===== src/rtl/counter_down_reload.sv =====
// Loadable down-counter/timer with underflow pulse, one-shot expiry flag and
// periodic auto-reload from a captured start value.
module counter_down_reload #(
  parameter int WIDTH = 8
) (
  input  logic             clk,
  input  logic             Reset,
  input  logic             EN,
  input  logic             CLR,
  input  logic             LOAD,
  input  logic [WIDTH-1:0] LOAD_VAL,
  input  logic             MODE,
  output logic [WIDTH-1:0] counter,
  output logic             UF,
  output logic             DONE,
  output logic             BUSY
);

  typedef enum logic [1:0] {
    IDLE    = 2'd0,
    RUN     = 2'd1,
    EXPIRED = 2'd2
  } state_t;

  state_t           state;
  state_t           next_state;
  logic [WIDTH-1:0] reload_reg;
  logic [WIDTH-1:0] counter_d;
  logic [WIDTH-1:0] reload_d;
  logic             uf_d;
  logic             done_d;

  always_ff @(posedge clk or negedge Reset) begin
    if (!Reset) begin
      state      <= IDLE;
      counter    <= '0;
      reload_reg <= '0;
      UF         <= 1'b0;
      DONE       <= 1'b0;
    end else begin
      state      <= next_state;
      counter    <= counter_d;
      reload_reg <= reload_d;
      UF         <= uf_d;
      DONE       <= done_d;
    end
  end

  // Priority CLR > LOAD > count; UF defaults low so it can only last one cycle.
  always_comb begin
    next_state = state;
    counter_d  = counter;
    reload_d   = reload_reg;
    uf_d       = 1'b0;
    done_d     = DONE;

    if (CLR) begin
      counter_d  = '0;
      done_d     = 1'b0;
      next_state = IDLE;
    end else if (LOAD) begin
      counter_d = LOAD_VAL;
      reload_d  = LOAD_VAL;
      done_d    = 1'b0;
      if (LOAD_VAL != '0) begin
        next_state = RUN;
      end else begin
        next_state = IDLE;
      end
    end else begin
      case (state)
        RUN: begin
          if (EN) begin
            if (counter != '0) begin
              counter_d = counter - WIDTH'(1);
            end else begin
              // Reaching zero is not the underflow; the enabled edge at zero is.
              uf_d = 1'b1;
              if (MODE) begin
                counter_d = reload_reg;
              end else begin
                counter_d  = '0;
                done_d     = 1'b1;
                next_state = EXPIRED;
              end
            end
          end
        end
        EXPIRED: begin
          counter_d = '0;
          done_d    = 1'b1;
        end
        default: begin
          next_state = state;
        end
      endcase
    end
  end

  assign BUSY = (state == RUN);

endmodule


===== config.mk =====
export PLATFORM = sky130hd
export DESIGN_NAME = counter_down_reload
export DESIGN_NICKNAME = d
export VERILOG_FILES = /design/src/rtl/counter_down_reload.sv
export SDC_FILE = /design/constraint.sdc
export NUM_CORES = 1
export LEC_CHECK = 0
export ABC_CLOCK_PERIOD_IN_PS = 2200
export BUFFER_PORTS_ARGS = -buffer_cell sky130_fd_sc_hd__buf_2
export CORE_MARGIN = 5
export CORE_UTILIZATION = 53
export CTS_CLUSTER_DIAMETER = 30
export DETAILED_ROUTE_END_ITERATION = 10
export PLACE_DENSITY = 0.77
export SETUP_SLACK_MARGIN = 0.2
export SLEW_MARGIN = 20
export SYNTH_ARGS = -nofsm -noshare
export SYNTH_HDL_FRONTEND = slang
export SYNTH_SLANG_ARGS = --single-unit

===== constraint.sdc =====
create_clock -name clk -period 2.2 [get_ports clk]
set_input_delay 0.11 -clock clk [delete_from_list [all_inputs] [get_ports clk]]
set_output_delay 0.11 -clock clk [all_outputs]
set_load 0.005 [all_outputs]

==> reports/summary.log <==
[global_routing] number of antenna violations at the first check in global routing 0
[sta] post-route clock period utilization 86.0%
[logic_synthesis] number of nets in the synthesized netlist 163
[sta] worst slew margin relative to its limit 52.9%
[sta] final worst clock skew 0.00292 ns
[route] Post-DRT Antenna Nets 0
[clock_network] clock-pin slew on the worst setup and hold paths 0.12 ns
[final_layout] Filler Cell Count 201
[route] detailed-route wire length per cell 15.6 um
[clock_network] clk root buf sky130_fd_sc_hd__clkbuf_4
[logic_synthesis] Cells after Synth 145
[global_routing] aggregate global routing overflow 0
[logic_synthesis] synthesis warning total 0
[sta] setup TNS 0 ns
[route] drt drc 0
[clock_network] clock buffers created by TritonCTS 3
[place] final estimated routing congestion in global placement 0.926
[die] Die Y-Extent 58.1 um
[status] outcome finished clean
[clock_network] Max Root-Sink Buffers 2
[worst_setup_path] Worst EP required 2.46 ns
[logic_synthesis] count of state elements after synthesis 20
[final_layout] commonest cells after routing, fill and taps aside sky130_fd_sc_hd__nand2_1, sky130_fd_sc_hd__buf_2, sky130_fd_sc_hd__dfrtp_1, sky130_fd_sc_hd__nand3_1, sky130_fd_sc_hd__nor2_1
[die] Initial Utilization 55.3%
[worst_setup_path] endpoint kind of the worst setup timing path register
[place] post-DP HPWL 2320 um
[worst_setup_path] beginning of the worst register-to-register path counter[2]
[sta] Final Hold Fails 0
[final_layout] most frequent standard cell in the layout excluding fill and tap cells sky130_fd_sc_hd__nand2_1
[global_routing] vias in the first global route 1,101
[logic_synthesis] post-synthesis instance area 0.00122 mm^2
[sta] slack of the critical path 0.308 ns
[global_routing] Tot GR Track Use 19.5%
[place] PortBufs 24
[die] die boundary width 58.1 um
[sta] fin crit period 1.89 ns
[power] leakage power figure 0.685 nW
[worst_setup_path] Reg-to-Reg End counter[5]
[route] Pre-Repair DR Iteration Count 5
[die] number of standard-cell rows in the floorplan 17
[logic_synthesis] Avg Inst Size Synth 8.44 um^2
[die] area of the core 0.00221 mm^2
[run] Max Cap Viol 0
[route] total vias in the final route 1,218
[worst_setup_path] maximum fanout along the worst path 10
[final_layout] share of layout cells above drive strength 1 23.3%
[clock_network] clock latency of the later-clocked register in the worst-skew pair 0.30 ns
[logic_synthesis] post-synthesis sequential area ratio 40.9%
[global_routing] first-pass GRT wire length 5130 um
[power] Power per Cell Area 687 mW/mm^2
[worst_setup_path] R2R cell count 4
[route] first-iteration detailed-routing DRC count 53
[clock_network] CTS tree done
[route] Total Wirelength 3120 um
[worst_hold_path] worst hold-check path type primary input to register
[worst_setup_path] Worst Path Class, Setup register to register
[global_routing] pin count of the biggest net entering global routing 21
[worst_setup_path] Setup crit end counter[5]
[worst_setup_path] Reg2Reg Setup Slack 0.31 ns
[sta] Tightest Pin Transition 0.705 ns
[die] top-level I/O count 25
[sta] f_max 529 MHz
[logic_synthesis] share of flip-flops with an asynchronous set or reset 100%
[logic_synthesis] top flip-flop cell by instance count after synthesis sky130_fd_sc_hd__dfrtp_1
[final_layout] number of nets in the finished design 191
[sta] final max-slew violation count 0
[worst_setup_path] source of the critical timing path counter[2]
[sta] unrepaired setup endpoints after global routing false
[final_layout] area overhead of the layout relative to synthesis 17.9%
[clock_network] number of sinks on the clock net 20
[route] average vias per placed instance 6.09
[final_layout] Antenna Diode Count 0
[place] pre-CTS setup slack 0.159 ns
[logic_synthesis] count of flip-flops with a built-in enable after synthesis 0
[sta] final setup violation count 0
[die] Die Area 0.00337 mm^2
[logic_synthesis] post-synthesis cell type count 39
[power] Peak VDD IR 0.487 mV
[worst_setup_path] Critical Path Start Type register
[worst_setup_path] arrival time of the worst setup path 2.15 ns
[clock_network] depth of the CTS H-tree 1
==> cell usage after synthesis (2+ instances only) <==
cell                       instances  area [um^2]
sky130_fd_sc_hd__nand2_1          31          116
sky130_fd_sc_hd__dfrtp_1          20          500
sky130_fd_sc_hd__nand3_1           8         40.0
sky130_fd_sc_hd__nor2_1            8         30.0
sky130_fd_sc_hd__clkbuf_1          7         26.3
sky130_fd_sc_hd__nor3_1            7         35.0
sky130_fd_sc_hd__o21ai_0           6         30.0
sky130_fd_sc_hd__inv_1             5         18.8
sky130_fd_sc_hd__and3_1            4         25.0
sky130_fd_sc_hd__ha_1              4         50.1
sky130_fd_sc_hd__o21a_1            4         30.0
sky130_fd_sc_hd__o31ai_1           4         30.0
sky130_fd_sc_hd__a31oi_1           3         18.8
sky130_fd_sc_hd__or4_1             3         22.5
sky130_fd_sc_hd__a21oi_1           2         10.0
sky130_fd_sc_hd__a221o_1           2         20.0
sky130_fd_sc_hd__a41oi_1           2         17.5
sky130_fd_sc_hd__nand4_1           2         12.5
sky130_fd_sc_hd__nor2b_1           2         12.5
sky130_fd_sc_hd__nor4_1            2         12.5
==> cell families after synthesis <==
kind of cell | Yosys count | share of synthesized area [%]
DFF | 20 | 40.9
adders and majority gates | 4 | 4.09
AOI/OAI and AO/OA | 32 | 18.9
muxes | 1 | 0.920
and+or+nand+nor | 74 | 29.9
xor gates and xnor gates | 1 | 0.716
buffers and inverters | 13 | 4.60
==> critical path, cell delays in order, from the launching register on <==
cell	delay, ns
sky130_fd_sc_hd__dfrtp_1	0.51
sky130_fd_sc_hd__or4_4	0.57
sky130_fd_sc_hd__or4_1	0.47
sky130_fd_sc_hd__a31oi_1	0.14
sky130_fd_sc_hd__o22a_2	0.14
==> per-stage QoR <==
stage,utilization [%],total power [W],area [um^2],hold slack (ns),cells
2_1_floorplan,-,0.000647,1220,-0.186,145
3_3_place_gp,62.0,0.000745,1370,0.0824,193
3_5_place_dp,62.0,0.000754,1370,0.0862,193
4_1_cts,64.8,0.000981,1430,0.0317,200
5_1_grt,65.2,0.00105,1440,0.0270,200
6_report,65.2,0.000991,1440,0.0356,200
==> cell type report <==
type / instances / area [um^2] / area share, %
clock buffers: 4 / 36.3 / 2.52
inverters: 5 / 18.8 / 1.30
multi-input cells: 112 / 676 / 46.8
flip-flops and latches: 20 / 502 / 34.8
well taps: 28 / 35.0 / 2.43
repair buffers: 31 / 175 / 12.1
==> worst min path at each step <==
stage / start / to / slack [ns] / cells after the start
floorplan: Reset / DONE / -0.19 / 0
global placement: Reset / UF / 0.08 / 1
detailed placement: Reset / UF / 0.09 / 1
CTS: LOAD_VAL[3] / reload_reg[3] / 0.03 / 3
global route: LOAD_VAL[0] / reload_reg[0] / 0.03 / 3
finish: LOAD_VAL[0] / reload_reg[0] / 0.04 / 3
==> power by group <==
part | leakage [nW] | total [W] | internal, W | switching, W
sequential | 0.255 | 0.000462 | 0.000410 | 0.0000513
clock | 0.0210 | 0.000221 | 0.000101 | 0.000120
combinational | 0.410 | 0.000308 | 0.000140 | 0.000168
==> metal layers <==
layer / vias to the layer above / track usage, % / part of all wire [%]
li1: 591 / - / -
met2: 53 / 28.5 / 47
met4: 0 / 7.28 / 0.74
met3: 4 / 2.45 / 6.8
met1: 570 / 29.1 / 46
met5: - / 0 / 0
==> repair_timing <==
action	in CTS	in global routing
hold endpoints to repair	20	0
pin swaps	0	0
gates resized for setup	1	2
hold buffers	1	0
endpoints found under the setup margin	1	1
setup buffers	2	0
Note: power is estimated with default switching activity, not from simulation.
